`src/rtl/rca_lsq.sv`:
```
// In-order load/store queue between the RCA load/store units and a simple memory port.
// Keeps one memory operation in flight and returns aligned, extended load data.
module rca_lsq #(
    parameter int unsigned XLEN  = 32,
    parameter int unsigned DEPTH = 4
) (
    input  logic            clk,
    input  logic            rst,
    input  logic [XLEN-1:0] addr,
    input  logic [XLEN-1:0] data,
    input  logic [2:0]      fn3,
    input  logic            load,
    input  logic            store,
    input  logic            new_request,
    output logic            lsq_full,
    output logic [XLEN-1:0] load_data,
    output logic            load_complete,
    output logic            mem_req,
    output logic            mem_we,
    output logic [XLEN-1:0] mem_addr,
    output logic [3:0]      mem_be,
    output logic [XLEN-1:0] mem_wdata,
    input  logic            mem_ack,
    input  logic            mem_rvalid,
    input  logic [XLEN-1:0] mem_rdata,
    output logic            misalign_err
);

    localparam int unsigned PW = $clog2(DEPTH);
    localparam logic [PW:0] FULL_CNT = (PW+1)'(DEPTH);

    typedef enum logic [1:0] {IDLE, ISSUE, WAIT} state_t;

    state_t state, state_nx;

    logic [XLEN-1:0] q_addr [DEPTH];
    logic [XLEN-1:0] q_data [DEPTH];
    logic [2:0]      q_fn3  [DEPTH];
    logic            q_load [DEPTH];

    logic [PW-1:0] wr_ptr, rd_ptr;
    logic [PW:0]   count;
    logic          push, pop, issue, not_empty;

    logic [XLEN-1:0] h_addr, h_data;
    logic [2:0]      h_fn3;
    logic            h_load, h_mis;
    logic [1:0]      h_off;
    logic [3:0]      h_be;
    logic [XLEN-1:0] h_wdata;

    logic [1:0]      ld_off;
    logic [2:0]      ld_fn3;
    logic [XLEN-1:0] ld_shift, ld_ext;

    assign not_empty = (count != '0);
    assign lsq_full  = (count == FULL_CNT);
    assign push      = new_request && !lsq_full && (load ^ store);

    assign h_addr = q_addr[rd_ptr];
    assign h_data = q_data[rd_ptr];
    assign h_fn3  = q_fn3[rd_ptr];
    assign h_load = q_load[rd_ptr];
    assign h_off  = h_addr[1:0];

    // Head decode: alignment, lane enables and lane-replicated store data.
    always_comb begin
        h_mis   = 1'b0;
        h_be    = '0;
        h_wdata = h_data;
        case (h_fn3[1:0])
            2'b00: begin
                h_be    = 4'b0001 << h_off;
                h_wdata = {4{h_data[7:0]}};
            end
            2'b01: begin
                h_mis   = h_off[0];
                h_be    = 4'b0011 << h_off;
                h_wdata = {2{h_data[15:0]}};
            end
            2'b10: begin
                h_mis   = |h_off;
                h_be    = 4'b1111;
            end
            default: h_mis = 1'b1;
        endcase
    end

    always_ff @(posedge clk) begin
        if (push) begin
            q_addr[wr_ptr] <= addr;
            q_data[wr_ptr] <= data;
            q_fn3[wr_ptr]  <= fn3;
            q_load[wr_ptr] <= load;
        end
    end

    always_ff @(posedge clk or negedge rst) begin
        if (!rst) begin
            wr_ptr <= '0;
            rd_ptr <= '0;
            count  <= '0;
        end else begin
            if (push) wr_ptr <= wr_ptr + 1'b1;
            if (pop)  rd_ptr <= rd_ptr + 1'b1;
            if (push && !pop)      count <= count + 1'b1;
            else if (pop && !push) count <= count - 1'b1;
        end
    end

    always_ff @(posedge clk or negedge rst) begin
        if (!rst) state <= IDLE;
        else      state <= state_nx;
    end

    always_comb begin
        state_nx = state;
        case (state)
            IDLE:    if (not_empty && !h_mis) state_nx = ISSUE;
            ISSUE:   if (mem_ack) state_nx = mem_we ? IDLE : WAIT;
            WAIT:    if (mem_rvalid) state_nx = IDLE;
            default: state_nx = IDLE;
        endcase
    end

    always_comb begin
        mem_req      = 1'b0;
        misalign_err = 1'b0;
        issue        = 1'b0;
        pop          = 1'b0;
        case (state)
            IDLE: begin
                misalign_err = not_empty && h_mis;
                issue        = not_empty && !h_mis;
                pop          = not_empty && h_mis;
            end
            ISSUE: begin
                mem_req = 1'b1;
                pop     = mem_ack;
            end
            default: ;
        endcase
    end

    assign ld_shift = mem_rdata >> {ld_off, 3'b000};

    always_comb begin
        case (ld_fn3[1:0])
            2'b00:   ld_ext = {{(XLEN-8){~ld_fn3[2] & ld_shift[7]}}, ld_shift[7:0]};
            2'b01:   ld_ext = {{(XLEN-16){~ld_fn3[2] & ld_shift[15]}}, ld_shift[15:0]};
            default: ld_ext = ld_shift;
        endcase
    end

    // The head is popped on mem_ack, so the load's lane/sign info is kept here for WAIT.
    always_ff @(posedge clk or negedge rst) begin
        if (!rst) begin
            mem_we        <= 1'b0;
            mem_addr      <= '0;
            mem_be        <= '0;
            mem_wdata     <= '0;
            ld_off        <= '0;
            ld_fn3        <= '0;
            load_data     <= '0;
            load_complete <= 1'b0;
        end else begin
            load_complete <= 1'b0;
            if (issue) begin
                mem_we    <= !h_load;
                mem_addr  <= {h_addr[XLEN-1:2], 2'b00};
                mem_be    <= h_be;
                mem_wdata <= h_wdata;
                ld_off    <= h_off;
                ld_fn3    <= h_fn3;
            end
            if (state == WAIT && mem_rvalid) begin
                load_data     <= ld_ext;
                load_complete <= 1'b1;
            end
        end
    end

endmodule

```
`config.mk`:
```
export PLATFORM = sky130hd
export DESIGN_NAME = rca_lsq
export DESIGN_NICKNAME = d
export VERILOG_FILES = /design/src/rtl/rca_lsq.sv
export SDC_FILE = /design/constraint.sdc
export NUM_CORES = 1
export LEC_CHECK = 0
export ABC_AREA = 1
export BUFFER_PORTS_ARGS = -buffer_cell sky130_fd_sc_hd__buf_2
export CORE_AREA = 2 2 171 156
export DETAILED_ROUTE_END_ITERATION = 8
export DIE_AREA = 0 0 173 158
export PLACE_DENSITY = 0.95
export SLEW_MARGIN = 20
export SYNTH_ARGS = -nofsm -noshare
export SYNTH_HDL_FRONTEND = slang
export SYNTH_SLANG_ARGS = --single-unit
```
`constraint.sdc`:
```
create_clock -name clk -period 7.3 [get_ports clk]
set_clock_uncertainty 0.1 [all_clocks]
set_input_delay 0.365 -clock clk [delete_from_list [all_inputs] [get_ports clk]]
set_output_delay 0.365 -clock clk [all_outputs]
set_load 0.02 [all_outputs]
```
Word-level counts from Yosys, hierarchy flattened
Memories as Yosys holds them, arrays and structs flattened.
Index checks and enable logic that the tools add are counted.
- bits of input ports: 106
- logic and storage cells: 73
- RAM bits: 272
- memories: 4
- output and inout port bits: 105
- register bits: 114
- multiplexer cells: 18
- add/subtract/negate cells: 4
- shifts and indexed selects: 3
- bitwise logic cells: 4
- equality and inequality tests: 9
- reduce and logical (&&, ||, !) cells: 19
- memory list (memory ; depth ; width ; rd ports ; clocked after Yosys merged registers in ; write ports ; RTL line ; text):
    q_addr ; 4 ; 32 ; 1 ; 0 ; 1 ; 36 ; logic [XLEN-1:0] q_addr [DEPTH];
    q_data ; 4 ; 32 ; 1 ; 0 ; 1 ; 37 ; logic [XLEN-1:0] q_data [DEPTH];
    q_fn3 ; 4 ; 3 ; 1 ; 0 ; 1 ; 38 ; logic [2:0] q_fn3 [DEPTH];
    q_load ; 4 ; 1 ; 1 ; 0 ; 1 ; 39 ; logic q_load [DEPTH];
- operator list (operator ; count):
    $pmux 32 s2 ; 2
    $shr 32x5->32 ; 1
    $pmux 4 s3 ; 1
    $mux 2 ; 4
    $logic_and 1x1->1 ; 7
    $eq 2x1->1 const B ; 3
    $logic_not 2->1 ; 3
    $mux 1 ; 6
    $mux 3 ; 2
    $ne 2x2->1 const B ; 3
    $pmux 2 s3 ; 1
    $logic_not 1->1 ; 5
    $add 2x1->2 const B ; 2
    $eq 2x2->1 const B ; 2
    $shl 1x2->4 const A ; 1
    $shl 2x2->4 const A ; 1
    $add 3x1->3 const B ; 1
    $eq 3x3->1 const B ; 1
    $pmux 1 s3 ; 1
    $reduce_and 3->1 ; 1
    $reduce_bool 3->1 ; 1
    $sub 3x1->3 const B ; 1
    $and 1x1->1 ; 2
    $pmux 1 s2 ; 1
    other kinds (4) ; 4

Depth between registers and ports, before layout
- word-level depth: 8
- gate-level depth with buffers: 18
- gate-level depth less buffers: 17

Worst setup path before layout
No wires, ideal clock.
- kind: register -> register
- start point: register count[0]
- end point: memory q_addr[0][0], enable pin
- data arrival time: 3674 ps
- stages on the path, launching flop included: 5
- clock period less this slack: 4269 ps
- setup slack: 3031 ps
- path buffers: 0
- library setup time: 495 ps
- data required time: 6705 ps
- cells stage by stage: dfrtp_1 -> nor3_1 -> nor2_1 -> o21ai_1 -> nor2_1
- cells in the longest elaborated chain, start to end: 6
- RTL lines (item ; RTL line ; text):
    from (decl) ; 42 ; logic [PW:0] count;
    from (signal assigned) ; 106 ; if (push && !pop) count <= count + 1'b1;
    from (signal assigned) ; 107 ; else if (pop && !push) count <= count - 1'b1;
    $eq 3x3->1 ; 57 ; assign lsq_full = (count == FULL_CNT);
    via lsq_full ; 15 ; output logic lsq_full,
    $logic_not 1->1 ; 58 ; assign push = new_request && !lsq_full && (load ^ store);
    $logic_and 1x1->1 (2 in a row) ; 58 ;
    $mux 1 ; 90 ; if (push) begin
    $mux 1 (implied by the code) ; 91 ; q_addr[wr_ptr] <= addr;
    to (decl) ; 36 ;
The timed path passes the listed nets, and every way through them passes these cells.

Worst setup path in the final report
- start point: register rd_ptr[0]
- end point: register count[1]
- cells in the longest elaborated chain, start to end: 8
- elaborated cells between the ends (all ways): 14
- those cells by class: 2 x eq/ne; 3 x mux; 7 x reduce/logical; 2 x memory
- RTL lines (item ; RTL line ; text):
    from (decl) ; 41 ; logic [PW-1:0] wr_ptr, rd_ptr;
    from (signal assigned) ; 105 ; if (pop) rd_ptr <= rd_ptr + 1'b1;
    $mem_v2 4x3 or $mem_v2 4x32 (tied branches) ; n/a ;
    $eq 2x2->1, or another cell as far along ; 71 ; case (h_fn3[1:0])
    $pmux 1 s3 * ; 71 ;
    $logic_and 1x1->1 * ; 135 ; pop = not_empty && h_mis;
    $pmux 1 s2 * ; 131 ; case (state)
    $logic_not 1->1 ; 106 ;
    $logic_and 1x1->1 ; 106 ;
    $mux 3 or $reduce_bool 2->1 (tied branches) ; n/a ;
Mark *: on every way between the ends. The rest lies on a longest branch, timed or not.
A chain may end at the register's enable or synchronous reset.

==> reports/qor.txt <==
Status: complete, no violations
Primary FF master, synth: edfxtp_1
ANT nets after route: 0
Setup WS post-layout: 3.73 ns
CP peak stage delay: 0.73 ns
Core area: 25600 µm²
CP endpoint kind: flop
Die height: 158 µm
GR Overflow Total: 0
Psw: 3.56 mW
Seq pwr share: 37.0%
Clock sink count: 386
Worst EP required: 7.61 ns
Placement row count: 56
Async S/R FF share, synth: 29.5%
Vias in the first global route: 11887
Overall Power: 8.54 mW
Starting Density: 60.9%
Die Area: 27300 µm²
Gr usage total: 30.3%
#FFs+latches synth: 386
Startpoint type of the worst setup path: flop
Clock share of power: 23.3%
Number of warnings issued by yosys: 0
First-pass GRT wire length: 64.1 mm
Clock root cell: clkbuf_16
Unrepaired setup endpoints after global routing: false
IO Port Bufs: 208
Ports: 211
Die X-Extent: 173 µm
Slowest-stage cell, CP: dfrtp_4
Combinational group share of total power: 39.7%
Via count: 12062
Worst Path Arrival: 3.88 ns
CTS clk-pin slew, worst paths: 0.06 ns
Netlist cell types: 33
Max Cap Violations: 0
Vias per cell: 5.92
FMAX: 280 MHz
Endpoints failing hold: 0
Hold_ws: 0.0475 ns
Setup violations, final: 0
RePlAce Congestion: 0.947
H-tree depth: 2
Area grow syn2layout: 20.6%
Number of enable flip-flop cells after synthesis: 272
WL per Instance: 20.2 µm
Largest net degree at the start of global routing: 99
Fraction of layout cells with a size suffix above 1: 17.9%
Sequential area share after synthesis: 70.6%
Initial DRC Count: 1767
Peak supply drop: 0.343 mV
Post-route insts no fill: 2038
Fin. max-slew vios: 0
Period Utilization, post-route: 48.9%
DP HPWL: 24.0 mm
Mapped Cells: 1410
CTS tree: done
Final wirelength: 41.1 mm
Commonest cells after routing, fill and taps aside: nand2_1 (396), edfxtp_1 (272), buf_2 (207), o21ai_0 (142), nor2_1 (135)
Least-Margin Pin Slew: 1.10 ns
Switching Share: 41.7%
DRC Markers: 0
CTS buffer count: 38
Max-slew headroom: 26.6%
R2r setup slk: 3.73 ns
CP Class: flop to flop
Pre-antenna DRT Iters: 6
Most common cell after layout, fill and taps aside: nand2_1
CTS Buffer Depth: 3
Cell Count Post-Placement: 1894
Mean Syn Cell Area: 11.1 µm²
Cells along the critical path: inv_4 -> nand2_1 -> nand3_1 -> nand2_2 -> inv_2 -> nand2_2 -> nand2_2 -> nand2_1 -> nand2_1 -> inv_1 -> ha_1 -> inv_1 -> fa_1 -> mux2_2
PwrDens: 454 nW/µm²
Setup Slack @ Placement: 3.81 ns
Power Internal: 4.98 mW
Fin crit period: 3.57 ns
Leak Pwr: 7.88 nW
Cell Area, Synth: 15600 µm²
Worst Hold Class: input port to flop
Critical path peak fanout: 62
Antenna violations before repair: 4
Insertion delay to the later sink of the worst-skew pair: 0.53 ns
Nets@finish: 1768
Total negative setup slack: 0 ns
sequential cells by signal, summed over array words and instances, names as in the netlist:
name,cells
q_load,4
q_fn3,12
load_complete,1
q_addr,128
ld_fn3,3
state,2
mem_be,4
mem_wdata,32
count,3
rd_ptr,2
mem_addr,30
ld_off,2
load_data,32
mem_we,1
wr_ptr,2
q_data,128
cell families after synthesis:
group	Yosys count	share of synthesized area [%]
and+or+nand+nor	622	15.8
DFF	386	70.6
AOI/OAI and AO/OA	255	8.92
buffers and inverters	135	3.82
adders and majority gates	6	0.529
xor gates and xnor gates	4	0.225
other	1	0.0240
muxes	1	0.0722
routing by layer:
metal,routed length [µm],GRT usage (%),vias up
met5,0,0,-
met4,1460,13.1,0
met3,3800,5.36,117
met2,20600,51.9,783
met1,15200,38.6,5824
li1,-,-,5338
through the flow:
stage / cell area, µm² / utilization, %
after floorplan: 15600 / -
after global placement: 16800 / 65.6
after detailed placement: 16800 / 65.6
after CTS: 18800 / 73.3
after global routing: 18800 / 73.4
final: 18800 / 73.4
worst paths after layout:
kind / from / cells past startpoint / to
min: load / 1 / q_load[2]$_DFFE_PP_
min in group asynchronous: rst / 2 / load_data[1]$_DFFE_PN0P_
max reg2reg: rd_ptr[0]$_DFFE_PN0P_ / 14 / count[1]$_DFFE_PN0P_
max: rd_ptr[0]$_DFFE_PN0P_ / 14 / count[1]$_DFFE_PN0P_
max in group asynchronous: rst / 3 / rd_ptr[1]$_DFFE_PN0P_
min reg2reg: mem_addr[6]$_DFFE_PN0P_ / 2 / mem_addr[6]$_DFFE_PN0P_
final cells by class:
cell class                 count  area, µm²
multi-input combinational    890       4030
clock inverter                20        215
sequential                   386      11000
fill                        1644       6830
antenna                        4       10.0
timing repair buffer         290       1830
clock buffer                  50       1080
tap                          348        435
inverter                      50        190
cell usage after synthesis, drive strengths merged (2+ instances only):
cell type | instances | area share, %
nand3 | 77 | 2.5
ha | 5 | 0.40
clkbuf | 45 | 1.1
xor2 | 3 | 0.17
dfrtp | 114 | 18
a31oi | 8 | 0.32
o22ai | 64 | 2.6
a21oi | 14 | 0.45
o21ai | 159 | 5.1
inv | 50 | 1.2
o211ai | 7 | 0.34
edfxtp | 272 | 52
buf | 40 | 1.5
nor2 | 140 | 3.4
nand2 | 402 | 9.8
nor3 | 2 | 0.064
power groups by stage:
stage               Combinational [mW]  Sequential, mW  Clock (mW)
global placement                  3.11            3.16           0
finish                            3.39            3.16        1.99
CTS                               3.34            3.15        2.00
floorplan                         2.01            3.42           0
detailed placement                3.26            3.18           0
global route                      3.69            3.21        2.09
what timing repair did:
| item | 4_1_cts | 5_1_grt |
|---|---|---|
| hold buffers | 70 | 0 |
| setup buffers | 0 | 0 |
| endpoints found under the hold margin | 317 | 0 |
| resized for setup | 0 | 0 |
critical path, delay by kind of cell (launching register included):
kind | cells | cell delay [ns]
muxes | 1 | 0.26
buffers and inverters | 4 | 0.88
DFF | 1 | 0.73
and+or+nand+nor | 7 | 0.88
adders and majority gates | 2 | 0.60
(Power assumes the default switching activity.)
